**src/rtl/ahb_lite_dmem_decoder.sv**
```systemverilog
// ---------------------------------------------------------------------------
// ahb_lite_dmem_decoder
//
// AHB-Lite data-memory interconnect between the SCR1 dmem master port and the
// data-side slaves (boot ROM, UART16550). It decodes the address phase,
// remembers which slave owns the following data phase, and muxes the
// response back to the core. Unmapped addresses are answered by an internal
// default slave with a two-cycle AHB ERROR. That slave also keeps a
// saturating error count and the address/direction of the last bad access.
//
// Parameters
//   S0_BASE       HADDR[31:16] match value for slave 0 (ROM)
//   S1_BASE       HADDR[31:16] match value for slave 1 (UART)
//
// Ports
//   clk, rst      HCLK; asynchronous active-high reset
//   m_haddr       master address
//   m_htrans      master transfer type (bit 1 set = NONSEQ/SEQ)
//   m_hwrite      master write flag, used only for error logging
//   m_hrdata      read data to master
//   m_hready      HREADY to master and HREADY input to all slaves
//   m_hresp       response to master (0 OKAY, 1 ERROR)
//   s_hsel        one-hot slave select, bit0 ROM, bit1 UART
//   sN_hrdata     slave read data
//   sN_hreadyout  slave HREADYOUT
//   sN_hresp      slave response
//   err_cnt       saturating count of default-slave ERROR responses
//   err_addr      address of the most recent unmapped transfer
//   err_write     HWRITE of the most recent unmapped transfer
// ---------------------------------------------------------------------------
module ahb_lite_dmem_decoder #(
    parameter logic [15:0] S0_BASE = 16'hFFEF,
    parameter logic [15:0] S1_BASE = 16'hFFDF
) (
    input  logic        clk,
    input  logic        rst,

    input  logic [31:0] m_haddr,
    input  logic [1:0]  m_htrans,
    input  logic        m_hwrite,
    output logic [31:0] m_hrdata,
    output logic        m_hready,
    output logic        m_hresp,

    output logic [1:0]  s_hsel,
    input  logic [31:0] s0_hrdata,
    input  logic        s0_hreadyout,
    input  logic        s0_hresp,
    input  logic [31:0] s1_hrdata,
    input  logic        s1_hreadyout,
    input  logic        s1_hresp,

    output logic [7:0]  err_cnt,
    output logic [31:0] err_addr,
    output logic        err_write
);

    typedef enum logic [1:0] {
        DSEL_NONE,
        DSEL_S0,
        DSEL_S1,
        DSEL_DEF
    } dsel_e;

    typedef enum logic [1:0] {
        DS_IDLE,
        DS_ERR1,
        DS_ERR2
    } ds_state_e;

    logic      active;
    logic      hit0;
    logic      hit1;
    logic      def_hit;
    logic      def_take;
    dsel_e     dsel;
    ds_state_e ds_state;
    ds_state_e ds_next;
    logic      def_hready;
    logic      def_hresp;

    // ---------------------------------------------------------------
    // Address-phase decode. IDLE and BUSY never select anything.
    // ---------------------------------------------------------------
    assign active  = m_htrans[1];
    assign hit0    = active && (m_haddr[31:16] == S0_BASE);
    assign hit1    = active && (m_haddr[31:16] == S1_BASE);
    assign def_hit = active && !hit0 && !hit1;
    assign s_hsel  = {hit1, hit0};

    // An unmapped address is only accepted when the bus is not stalled.
    assign def_take = def_hit && m_hready;

    // ---------------------------------------------------------------
    // Data-phase owner. Re-sampled only on a completed data phase, so
    // an address change during a stall is ignored.
    // ---------------------------------------------------------------
    always_ff @(posedge clk or posedge rst) begin
        if (rst) begin
            dsel <= DSEL_NONE;
        end else if (m_hready) begin
            if (hit0)
                dsel <= DSEL_S0;
            else if (hit1)
                dsel <= DSEL_S1;
            else if (def_hit)
                dsel <= DSEL_DEF;
            else
                dsel <= DSEL_NONE;
        end
    end

    // ---------------------------------------------------------------
    // Default slave: two-cycle ERROR (HREADY low, then high).
    // A new unmapped address sampled in ERR2 restarts at ERR1 without
    // passing through IDLE.
    // ---------------------------------------------------------------
    always_ff @(posedge clk or posedge rst) begin
        if (rst)
            ds_state <= DS_IDLE;
        else
            ds_state <= ds_next;
    end

    always_comb begin
        ds_next = ds_state;
        case (ds_state)
            DS_IDLE: if (def_take) ds_next = DS_ERR1;
            DS_ERR1: ds_next = DS_ERR2;
            DS_ERR2: ds_next = def_take ? DS_ERR1 : DS_IDLE;
            default: ds_next = DS_IDLE;
        endcase
    end

    // Outputs depend on state only, which keeps m_hready free of any
    // path back through the next-state logic.
    always_comb begin
        def_hready = 1'b1;
        def_hresp  = 1'b0;
        case (ds_state)
            DS_ERR1: begin
                def_hready = 1'b0;
                def_hresp  = 1'b1;
            end
            DS_ERR2: begin
                def_hready = 1'b1;
                def_hresp  = 1'b1;
            end
            default: ;
        endcase
    end

    // ---------------------------------------------------------------
    // Response mux
    // ---------------------------------------------------------------
    always_comb begin
        m_hready = 1'b1;
        m_hresp  = 1'b0;
        m_hrdata = 32'h0;
        case (dsel)
            DSEL_S0: begin
                m_hready = s0_hreadyout;
                m_hresp  = s0_hresp;
                m_hrdata = s0_hrdata;
            end
            DSEL_S1: begin
                m_hready = s1_hreadyout;
                m_hresp  = s1_hresp;
                m_hrdata = s1_hrdata;
            end
            DSEL_DEF: begin
                m_hready = def_hready;
                m_hresp  = def_hresp;
            end
            default: ;
        endcase
    end

    // ---------------------------------------------------------------
    // Error log, updated on every transition into ERR1.
    // ---------------------------------------------------------------
    always_ff @(posedge clk or posedge rst) begin
        if (rst) begin
            err_cnt   <= 8'h00;
            err_addr  <= 32'h0;
            err_write <= 1'b0;
        end else if (def_take) begin
            err_addr  <= m_haddr;
            err_write <= m_hwrite;
            if (err_cnt != 8'hFF)
                err_cnt <= err_cnt + 8'h01;
        end
    end

endmodule

```
**config.mk**
```make
export PLATFORM = sky130hd
export DESIGN_NAME = ahb_lite_dmem_decoder
export DESIGN_NICKNAME = d
export VERILOG_FILES = /design/src/rtl/ahb_lite_dmem_decoder.sv
export SDC_FILE = /design/constraint.sdc
export NUM_CORES = 1
export LEC_CHECK = 0
export BUFFER_PORTS_ARGS = -buffer_cell sky130_fd_sc_hd__buf_2
export CAP_MARGIN = 20
export CORE_ASPECT_RATIO = 0.8
export CORE_MARGIN = 2
export CORE_UTILIZATION = 44
export CTS_CLUSTER_DIAMETER = 100
export DETAILED_ROUTE_END_ITERATION = 10
export PLACE_DENSITY_LB_ADDON = 0.12
export SYNTH_ARGS = -nofsm -noshare
export SYNTH_HDL_FRONTEND = slang
export SYNTH_SLANG_ARGS = --single-unit
```
**constraint.sdc**
```tcl
create_clock -name clk -period 4.3 [get_ports clk]
set_input_delay 0.43 -clock clk [delete_from_list [all_inputs] [get_ports clk]]
set_output_delay 0.43 -clock clk [all_outputs]
set_load 0.005 [all_outputs]
```
==> results by group, run 1 <==
Power
  – Overall power: 0.00249 W
  – Pleak: 1.90 nW
  – P per Cell Area: 680 nW/um2
  – Worst IR Drop VDD: 0.000308 V

Logic synthesis
  – Post-Synthesis Cells: 225
  – Avg Synthesized Cell Area: 11.6 um2
  – Synthesis-stage register bit count: 45
  – Syn Nets: 339
  – Post-synthesis cell type count: 36
  – Yosys warns: 0
  – Sequential area share after synthesis: 43.2%
  – Cell Area, Synth: 2600 um2

STA
  – Fin crit share: 68.5%
  – Final Hold Vio Count: 0
  – Final Max Slew Viols: 0
  – Fmax: 340 MHz
  – Final Skew: 0.00668 ns
  – Worst slew pin tran: 0.976 ns
  – Tmin final: 2.94 ns
  – Setup TNS Final: 0 ns
  – Final setup viols: 0
  – RSZ-0062 raised after global routing: false
  – Final WS setup: 1.36 ns
  – Max-slew headroom: 34.8%

GRT
  – Met3 Use GR: 4.24%
  – Top Usage Layer GRT: met2
  – Number of global-route vias before repair: 2248
  – GRT overflow: 0
  – Grt met1 use: 28.2%
  – Initial antenna violation count: 0
  – Tot GR Track Use: 20.2%
  – First-pass GRT wire length: 10800 um
  – Largest net degree at the start of global routing: 46
  – Grt met2 use: 31.7%

Worst setup path
  – Worst Path Max Fanout: 34
  – Critical Path Source: dsel[1]$_DFFE_PP0N_
  – RR Endpoint: err_write$_DFFE_PP0P_
  – Worst Setup EP: err_write$_DFFE_PP0P_
  – Critical R2R Launch: dsel[1]$_DFFE_PP0N_
  – Crit path max-delay family: compound AO/OA/AOI/OAI gates
  – Arrival time at the worst endpoint: 3.13 ns
  – WP depth: 8
  – Worst path cell trace: inv_1 > ha_1 > buf_4 > a22o_1 > o31ai_4 > a21oi_4 > buf_4 > mux2_2
  – Required time of the critical path: 4.49 ns
  – FF-to-FF setup slack: 1.36 ns
  – Critical path class: register to register
  – Most frequent CP cell: buf_4
  – Startpoint types: register
  – Critical Path Max Stage Delay: 0.76 ns
  – WP buf/inv: 3
  – Slowest CP cell: a21oi_4
  – Worst r2r path cells: 8
  – CP Capture Type: register

Status
  – Status: finished clean

Clocking
  – Clock Latency Late Sink: 0.30 ns
  – CTS Root Cell: clkbuf_8
  – Clock sink total: 45
  – CTS Hold Buffers Added: 0
  – Setup bufs post-CTS: 0
  – CTS max path bufs: 2
  – CTS Buf Count: 5
  – Clk pin slew, worst setup/hold paths: 0.08 ns
  – Post-CTS Resized: 0
  – H-tree levels: 2
  – CTS tree: yes

Placed design
  – Gp weighted congestion: 0.843
  – HPWL after detailed placement: 5080 um
  – Port-buffer cells: 180
  – Placed inst area: 3540 um2
  – Worst slack, placed: 1.32 ns

Run
  – Max Cap Viol: 0

Floorplan
  – Die width: 90.0 um
  – Num ports: 182
  – Die ar.: 6560 um2
  – Core Area: 5820 um2
  – Initial Util: 44.8%
  – Die Y-Extent: 72.8 um
  – Row Count: 25

Cells and area
  – Post-layout util: 62.9%
  – Antenna diodes: 0
  – Area grow syn2layout: 40.4%
  – Post-layout nets: 512
  – Filler cells: 546
  – Share of layout cells above drive strength 1: 57.4%
  – Fin area: 3660 um2

Routing
  – DRC Markers: 0
  – Via count: 2419
  – Routed wire per std cell: 14.0 um
  – DR pass1 iterations: 4
  – DRT iter0 DRCs: 109
  – Post-DRT Antenna Nets: 0
  – Detailed-route wire length: 6730 um
  – Vias per cell: 5.04

Min path
  – Hold Crit Class: primary input to asynchronous set/reset pin
## per-layer routing
layer	vias to the layer above	part of all wire, %
li1	1154	-
met1	1179	45
met5	-	0
met4	0	1.6
met2	73	49
met3	13	5.0
## cell usage after synthesis
library cell / instances / area [um2]
a21oi_1: 1 / 5.00
a21oi_2: 1 / 8.76
a221oi_2: 1 / 15.0
a222oi_1: 1 / 10.0
a22o_1: 1 / 8.76
a22oi_1: 32 / 240
a2bb2oi_1: 1 / 8.76
and2_1: 1 / 6.26
and3_1: 2 / 12.5
and3b_1: 2 / 17.5
buf_2: 2 / 10.0
buf_4: 2 / 15.0
buf_6: 3 / 33.8
clkbuf_1: 10 / 37.5
dfrtp_1: 45 / 1130
ha_1: 9 / 113
inv_1: 9 / 33.8
mux2_1: 1 / 11.3
mux2_2: 19 / 214
mux2_4: 15 / 225
nand2_1: 3 / 11.3
nand2b_1: 2 / 12.5
nand3_1: 1 / 5.00
nand4_1: 8 / 50.1
nor2_1: 2 / 7.51
nor2b_1: 33 / 206
nor3_1: 1 / 5.00
nor3b_1: 2 / 15.0
nor4_4: 1 / 21.3
o211ai_1: 1 / 7.51
o21ai_0: 2 / 10.0
o22ai_1: 2 / 12.5
o31ai_1: 2 / 15.0
o31ai_4: 1 / 21.3
xnor2_1: 4 / 35.0
xor2_1: 2 / 17.5
## worst register-to-register path: stages (launching register included)
cell	delay, ns
dfrtp_1	0.40
inv_1	0.10
ha_1	0.15
buf_4	0.32
a22o_1	0.27
o31ai_4	0.11
a21oi_4	0.76
buf_4	0.36
mux2_2	0.36
## state kept, by name, indices dropped and copies added, names as in the netlist
register   flops
err_addr      32
err_cnt        8
ds_state       2
dsel           2
err_write      1
## cells by family after synthesis
| family | Yosys count | synth area share [%] |
|---|---|---|
| AOI/OAI and AO/OA | 46 | 13.9 |
| buffers and inverters | 26 | 5.00 |
| and+or+nand+nor | 58 | 14.2 |
| DFF | 45 | 43.2 |
| muxes | 35 | 17.3 |
| adders and majority gates | 9 | 4.32 |
| xor gates and xnor gates | 6 | 2.02 |
## layout make-up
| type | instances | area [um2] | share of cell area (%) |
|---|---|---|---|
| multi-input cells | 154 | 1360 | 37.1 |
| flip-flops and latches | 45 | 1130 | 30.8 |
| repair buffers | 183 | 923 | 25.2 |
| well taps | 81 | 101 | 2.77 |
| clock buffers | 7 | 86.3 | 2.36 |
| inverters | 9 | 33.8 | 0.924 |
| clock inverters | 1 | 30.0 | 0.821 |
## cell usage in the layout (no fill, tap or decap)
| cell | Yosys | final |
|---|---|---|
| nand2_1 | 3 | 3 |
| nand2b_1 | 2 | 2 |
| and3_1 | 2 | 2 |
| a21oi_4 | 0 | 1 |
| xnor2_1 | 4 | 4 |
| nor2b_1 | 33 | 33 |
| ha_1 | 9 | 9 |
| inv_2 | 0 | 1 |
| nor3b_1 | 2 | 2 |
| o21ai_0 | 2 | 2 |
| xor2_1 | 2 | 2 |
| nor4_4 | 1 | 1 |
| nor3_1 | 1 | 1 |
| dfrtp_1 | 45 | 45 |
| o31ai_4 | 1 | 1 |
| a22o_1 | 1 | 1 |
| a21oi_1 | 1 | 1 |
| clkbuf_1 | 10 | 1 |
| nor2_1 | 2 | 2 |
| a22oi_1 | 32 | 32 |
| o31ai_1 | 2 | 2 |
| bufinv_16 | 0 | 1 |
| nand4_1 | 8 | 8 |
| and3b_1 | 2 | 2 |
| mux2_1 | 1 | 1 |
| buf_4 | 2 | 3 |
| o211ai_1 | 1 | 1 |
| mux2_4 | 15 | 15 |
| a221oi_2 | 1 | 1 |
| inv_1 | 9 | 8 |
| a222oi_1 | 1 | 1 |
| nand3_1 | 1 | 1 |
| clkbuf_8 | 0 | 6 |
| and2_1 | 1 | 1 |
| o22ai_1 | 2 | 2 |
| a2bb2oi_1 | 1 | 1 |
| buf_2 | 2 | 180 |
| mux2_2 | 19 | 19 |
## worst min path at each step
stage	depth (start not counted)	endpoint
floorplan	1	err_cnt[4]$_DFFE_PP0P_
global placement	1	err_addr[26]$_DFFE_PP0P_
detailed placement	1	err_addr[26]$_DFFE_PP0P_
CTS	2	err_addr[15]$_DFFE_PP0P_
global route	2	err_addr[15]$_DFFE_PP0P_
finish	2	err_addr[23]$_DFFE_PP0P_
## where the power goes
group	leakage [nW]	switching, W	internal (W)
logic	1.30	0.000633	0.000762
clock network	0.0585	0.000143	0.000190
registers	0.540	0.000129	0.000631
total	1.90	0.000905	0.00158
## stage by stage
| step | hold slack [ns] | cells |
|---|---|---|
| 2_1_floorplan | 0.482 | 225 |
| 3_3_place_gp | 0.464 | 472 |
| 3_5_place_dp | 0.479 | 472 |
| 4_1_cts | 0.346 | 480 |
| 5_1_grt | 0.341 | 480 |
| 6_report | 0.335 | 480 |
Power figures use the tool's default switching activity.
==> run 2, diff against run 1 <==
--- a/config.mk
+++ b/config.mk
@@ -5,11 +5,12 @@
 export SDC_FILE = /design/constraint.sdc
 export NUM_CORES = 1
 export LEC_CHECK = 0
+export ABC_AREA = 1
 export BUFFER_PORTS_ARGS = -buffer_cell sky130_fd_sc_hd__buf_2
 export CAP_MARGIN = 20
 export CORE_ASPECT_RATIO = 0.8
 export CORE_MARGIN = 2
-export CORE_UTILIZATION = 44
+export CORE_UTILIZATION = 42
 export CTS_CLUSTER_DIAMETER = 100
 export DETAILED_ROUTE_END_ITERATION = 10
 export PLACE_DENSITY_LB_ADDON = 0.12
==> constraint.sdc (replaced) <==
create_clock -name clk -period 3.1 [get_ports clk]
set_input_delay 0.31 -clock clk [delete_from_list [all_inputs] [get_ports clk]]
set_output_delay 0.31 -clock clk [all_outputs]
set_load 0.005 [all_outputs]
==> run 2 against run 1 <==
Wire length increased by 19%. Count of clock-buffer cells in the layout is 2 lower. Setup slack got worse by 0.62 ns. Register-to-register slack got worse by 0.42 ns. First-iteration DRC count fell by 5.5%. Die area grew 9.9%. Cell count up 35%. Clock power up 12%. Largest cell class unchanged. Largest power group unchanged.
==> results by group, run 2 <==
Worst setup path
  – Slowest CP cell: inv_1
  – Arrival time at the worst endpoint: 2.05 ns
  – Critical Path Max Stage Delay: 0.69 ns
  – Worst path cell trace: inv_1 > ha_1 > inv_1 > a21oi_1 > buf_2
  – Most frequent CP cell: inv_1
  – Critical path class: register to output port
  – Startpoint types: register
  – Worst Path Max Fanout: 32
  – CP Capture Type: output port
  – Required time of the critical path: 2.79 ns

Status
  – Status: finished clean

Floorplan
  – Die width: 94.4 um
  – Core Area: 6340 um2
  – Initial Util: 43.3%
  – Num ports: 182
  – Die ar.: 7200 um2
  – Die Y-Extent: 76.3 um
  – Row Count: 26

Clocking
  – Clock sink total: 45
  – CTS Root Cell: clkbuf_8
  – CTS Hold Buffers Added: 0
  – CTS max path bufs: 2
  – Clk pin slew, worst setup/hold paths: 0.09 ns
  – Setup bufs post-CTS: 0
  – CTS Buf Count: 5
  – Clock Latency Late Sink: 0.30 ns
  – CTS tree: yes
  – H-tree levels: 2
  – Post-CTS Resized: 0

STA
  – Setup TNS Final: 0 ns
  – RSZ-0062 raised after global routing: false
  – Final Hold Vio Count: 0
  – Max-slew headroom: 37.0%
  – Fin Hold WS: 0.191 ns
  – Fmax: 424 MHz
  – Fin crit share: 76.2%
  – Worst slew pin tran: 0.945 ns
  – Tmin final: 2.36 ns
  – Final Max Slew Viols: 0
  – Final Skew: 0.00730 ns
  – Final setup viols: 0

Power
  – Worst IR Drop VDD: 0.000435 V
  – Gate power share: 55.3%
  – Clock power share: 12.0%
  – Pleak: 2.22 nW
  – P per Cell Area: 827 nW/um2
  – Sw frac: 45.2%
  – Reg power frac: 32.6%
  – Switching pwr: 0.00140 W
  – P_int: 0.00170 W

GRT
  – GRT overflow: 0
  – Tot GR Track Use: 22.6%
  – Largest net degree at the start of global routing: 46
  – First-pass GRT wire length: 13200 um
  – Number of global-route vias before repair: 2946
  – Initial antenna violation count: 0

Logic synthesis
  – Dominant cells by area after synthesis: dfrtp_1 (41%), nand2_1 (25%), nand3_1 (7.1%)
  – Sequential area share after synthesis: 41.0%
  – FFs w/ async S/R, synth: 100%
  – Post-Synthesis Cells: 397
  – Cell Area, Synth: 2750 um2
  – Yosys warns: 0
  – Syn Nets: 511
  – Ys flop type: dfrtp_1
  – Post-synthesis cell type count: 23
  – Most common cell in the netlist: nand2_1
  – Synthesis-stage register bit count: 45
  – Avg Synthesized Cell Area: 6.91 um2
  – Area fraction of the dominant cell type after synthesis: 41.0%
  – Post-synth EDFFs: 0
  – Most frequent cells after synthesis: nand2_1 (181), dfrtp_1 (45), nand3_1 (39)
  – Top cell type by total area after synthesis: dfrtp_1

Placed design
  – Placed inst area: 3650 um2
  – Port-buffer cells: 180
  – Gp weighted congestion: 0.833
  – Dpl cells: 641
  – HPWL after detailed placement: 5960 um

Cells and area
  – Antenna diodes: 0
  – Largest registers: err_addr: 32 flops, err_cnt: 8 flops
  – Post-layout util: 59.0%
  – Fin area: 3740 um2
  – Area grow syn2layout: 36.2%
  – Post-layout nets: 678
  – Non-Filler Instances: 649
  – Share of layout cells above drive strength 1: 35.6%
  – Commonest non-fill, non-tap cell in the layout: nand2_1
  – Top reg by flops: err_addr
  – Max reg flops: 32
  – Most frequent cells in the layout: nand2_1 (181), buf_2 (180), dfrtp_1 (45), nand3_1 (39), a21oi_1 (32)
  – Filler cells: 652

Routing
  – DR pass1 iterations: 4
  – DRC Markers: 0
  – Routed wire per std cell: 12.3 um
  – DRT iter0 DRCs: 103
  – Via count: 3077
  – Post-DRT Antenna Nets: 0
  – Detailed-route wire length: 7970 um
  – Vias per cell: 4.74

Run
  – Max Cap Viol: 0

Min path
  – Hold Crit Class: primary input to asynchronous set/reset pin
run 2: cell count changes after synthesis, sizes merged, moves of 7 or more:
cell / change
inv: +15
a21oi: +30
buf: +7
nor2: +16
nand3: +41
mux2: -35
nand2: +179
nor2b: -33
a22oi: -32
run 2: logic make-up after synthesis:
kind of cell,Yosys count,synth area share (%)
DFF,45,41.0
adders and majority gates,9,4.10
buffers and inverters,48,8.07
xor gates and xnor gates,3,0.957
and+or+nand+nor,252,38.3
AOI/OAI and AO/OA,40,7.52
run 2: cell type report:
class | count | area [um2] | share of cell area (%)
Timing Repair Buffer | 184 | 931 | 24.9
Clock buffer | 5 | 68.8 | 1.84
Inverter | 24 | 90.1 | 2.41
Tap cell | 84 | 105 | 2.81
Multi-Input combinational cell | 304 | 1400 | 37.4
Clock inverter | 3 | 21.3 | 0.569
Sequential cell | 45 | 1130 | 30.1
run 2: final timing paths:
check | from | end | slack (ns) | cells after the start
hold / removal | rst | err_addr[6]$_DFFE_PP0P_ | 0.19 | 2
min in group clk | m_haddr[9] | err_addr[9]$_DFFE_PP0P_ | 0.23 | 3
max in group asynchronous | rst | dsel[1]$_DFFE_PP0N_ | 2.33 | 2
setup / recovery | dsel[0]$_DFFE_PP0N_ | m_hrdata[15] | 0.74 | 5
setup reg to reg | ds_state[1]$_DFFE_PP0P_ | err_addr[20]$_DFFE_PP0P_ | 0.94 | 10
hold reg to reg | err_addr[9]$_DFFE_PP0P_ | err_addr[9]$_DFFE_PP0P_ | 0.47 | 2
run 2: power by group through the flow:
stage | Sequential (W) | Combinational, W | Clock (W)
after global routing | 0.00104 | 0.00198 | 0.000406
after global placement | 0.00101 | 0.00169 | 0
after CTS | 0.00101 | 0.00174 | 0.000386
final | 0.00101 | 0.00171 | 0.000371
after detailed placement | 0.00102 | 0.00174 | 0
after floorplan | 0.00103 | 0.00105 | 0
run 2: worst max-delay path: cells and delay by family (launching register included):
kind	cells	cell delay (ns)
buffers and inverters	3	0.96
AO/OA/AOI/OAI	1	0.12
flip-flops	1	0.39
adder cells (fa/ha/maj)	1	0.29
run 2: per-layer routing:
layer	vias up	part of all wire [%]	track usage [%]
met3	14	5.9	5.04
met4	0	1.5	6.38
met2	92	47	38.5
li1	1591	-	-
met5	-	0	0
met1	1380	45	28.9
run 2: through the flow:
stage	total power, W	setup slack, ns
after floorplan	0.00209	1.52
after global placement	0.00270	0.985
after detailed placement	0.00276	0.911
after CTS	0.00314	0.717
after global routing	0.00343	0.538
final	0.00309	0.739
==> run 3, diff against run 2 <==
--- a/config.mk
+++ b/config.mk
@@ -5,7 +5,7 @@
 export SDC_FILE = /design/constraint.sdc
 export NUM_CORES = 1
 export LEC_CHECK = 0
-export ABC_AREA = 1
+export ABC_AREA = 0
 export BUFFER_PORTS_ARGS = -buffer_cell sky130_fd_sc_hd__buf_2
 export CAP_MARGIN = 20
 export CORE_ASPECT_RATIO = 0.8
==> constraint.sdc (replaced) <==
create_clock -name clk -period 2.2 [get_ports clk]
set_input_delay 0.22 -clock clk [delete_from_list [all_inputs] [get_ports clk]]
set_output_delay 0.22 -clock clk [all_outputs]
set_load 0.005 [all_outputs]
==> run 3 against run 2 <==
Core utilization rose by 3.6 points. First-iteration DRC count decreased by 37%. Combinational power grew 70%. Wire length fell by 14%. Critical path type is now register to register. Critical endpoint is now err_addr[10]$_DFFE_PP0P_.
==> results by group, run 3 (synthesized netlist as in run 1, its figures left out) <==
Worst setup path
  – Startpoint types: register
  – Worst Path Max Fanout: 9
  – Critical R2R Launch: ds_state[1]$_DFFE_PP0P_
  – Critical path class: register to register
  – Worst r2r path cells: 7
  – RR Endpoint: err_addr[10]$_DFFE_PP0P_
  – Required time of the critical path: 2.37 ns
  – FF-to-FF setup slack: 0.21 ns
  – CP Capture Type: register
  – Arrival time at the worst endpoint: 2.17 ns
  – Critical Path Source: ds_state[1]$_DFFE_PP0P_

STA
  – RSZ-0062 raised after global routing: false
  – Final Max Slew Viols: 0
  – Worst slew pin tran: 0.552 ns
  – Fmax: 502 MHz
  – Fin Hold WS: 0.0512 ns
  – Max-slew headroom: 63.2%
  – Tmin final: 1.99 ns
  – Final setup viols: 0
  – Fin crit share: 90.5%
  – Setup TNS Final: 0 ns
  – Final Hold Vio Count: 0
  – Final Skew: 0.00946 ns

Placed design
  – Placed inst area: 3610 um2
  – Port-buffer cells: 180
  – Gp weighted congestion: 0.763
  – HPWL after detailed placement: 5320 um

Cells and area
  – Max reg flops: 32
  – Most frequent cells in the layout: buf_2 (180), dfrtp_1 (45), nor2b_1 (33), a22oi_1 (32), mux2_2 (19)
  – Top reg by flops: err_addr
  – Antenna diodes: 0
  – Post-layout util: 62.6%
  – Commonest non-fill, non-tap cell in the layout: buf_2
  – Share of layout cells above drive strength 1: 58.5%
  – Largest registers: err_addr: 32 flops, err_cnt: 8 flops
  – Fin area: 3720 um2
  – Area grow syn2layout: 42.7%
  – Post-layout nets: 523
  – Filler cells: 523

Routing
  – Routed wire per std cell: 14.0 um
  – Post-DRT Antenna Nets: 0
  – DR pass1 iterations: 5
  – Detailed-route wire length: 6880 um
  – DRT iter0 DRCs: 65
  – DRC Markers: 0
  – Via count: 2436
  – Vias per cell: 4.96

Run
  – Max Cap Viol: 0

GRT
  – GRT overflow: 0
  – Largest net degree at the start of global routing: 46
  – First-pass GRT wire length: 10800 um
  – Tot GR Track Use: 19.5%
  – Initial antenna violation count: 0
  – Number of global-route vias before repair: 2321

Floorplan
  – Core Area: 5940 um2
  – Die Y-Extent: 74.4 um
  – Die ar.: 6850 um2
  – Die width: 92.1 um
  – Initial Util: 43.8%
  – Num ports: 182
  – Row Count: 25

Power
  – Overall power: 0.00486 W
  – Pleak: 1.94 nW
  – P per Cell Area: 1310 nW/um2
  – Worst IR Drop VDD: 0.000598 V

Clocking
  – CTS Hold Buffers Added: 0
  – Clk pin slew, worst setup/hold paths: 0.09 ns
  – CTS Root Cell: clkbuf_8
  – CTS max path bufs: 2
  – CTS tree: yes
  – Clock sink total: 45
  – CTS Buf Count: 5
  – Clock Latency Late Sink: 0.29 ns
  – H-tree levels: 2

Status
  – Status: finished clean

Min path
  – Hold Crit Class: primary input to asynchronous set/reset pin
-- run 3: changes by cell type in the layout (fill, tap and decap cells not counted), sizes merged, moves of 30 or more --
cell   change
a22oi     +32
mux2      +35
nor2b     +33
nand2    -179
nand3     -41
a21oi     -30
-- run 3: repair_timing --
| action | CTS | global route |
|---|---|---|
| endpoints found under the setup margin | 0 | 27 |
| gates resized for setup | 0 | 0 |
| buffers inserted | 0 | 4 |
-- run 3: layout make-up --
cell class | count | area (um2) | area share (%)
inverter | 9 | 33.8 | 0.908
timing repair buffer | 194 | 1020 | 27.4
clock buffer | 6 | 72.6 | 1.95
tap | 81 | 101 | 2.73
sequential | 45 | 1130 | 30.3
clock inverter | 2 | 10.0 | 0.269
multi-input combinational | 154 | 1360 | 36.5
-- run 3: how the worst max path moves through the flow --
stage                                    end  slack [ns]
floorplan           err_addr[26]$_DFFE_PP0P_        0.18
finish              err_addr[10]$_DFFE_PP0P_        0.21
global route          err_cnt[3]$_DFFE_PP0P_        0.02
detailed placement  err_addr[10]$_DFFE_PP0P_        0.03
global placement     err_addr[7]$_DFFE_PP0P_        0.07
CTS                 err_addr[10]$_DFFE_PP0P_        0.01
-- run 3: report_power, final --
group          switching (W)  internal [W]  total, W
logic                0.00128       0.00162   0.00290
clock network       0.000263      0.000220  0.000483
registers           0.000251       0.00123   0.00148
-- run 3: critical path, stage by stage (launching register included) --
cell     delay [ns]
dfrtp_1        0.37
inv_1          0.08
ha_1           0.20
nor2b_1        0.23
o31ai_4        0.12
a21oi_4        0.30
buf_4          0.26
mux2_4         0.32
-- run 3: metal layers --
layer | vias up | wire, um | share of wire [%] | global-route usage [%]
met5 | - | 0 | 0 | 0
met4 | 0 | 99 | 1.4 | 6.14
met3 | 12 | 390 | 5.7 | 4.36
met2 | 84 | 3410 | 50 | 33.7
met1 | 1165 | 2980 | 43 | 25.0
li1 | 1175 | - | - | -
-- run 3: through the flow --
step	instances	worst slack [ns]
floorplan	225	0.175
global placement	479	0.0743
detailed placement	479	0.0315
CTS	487	0.0101
global route	491	0.0247
finish	491	0.208
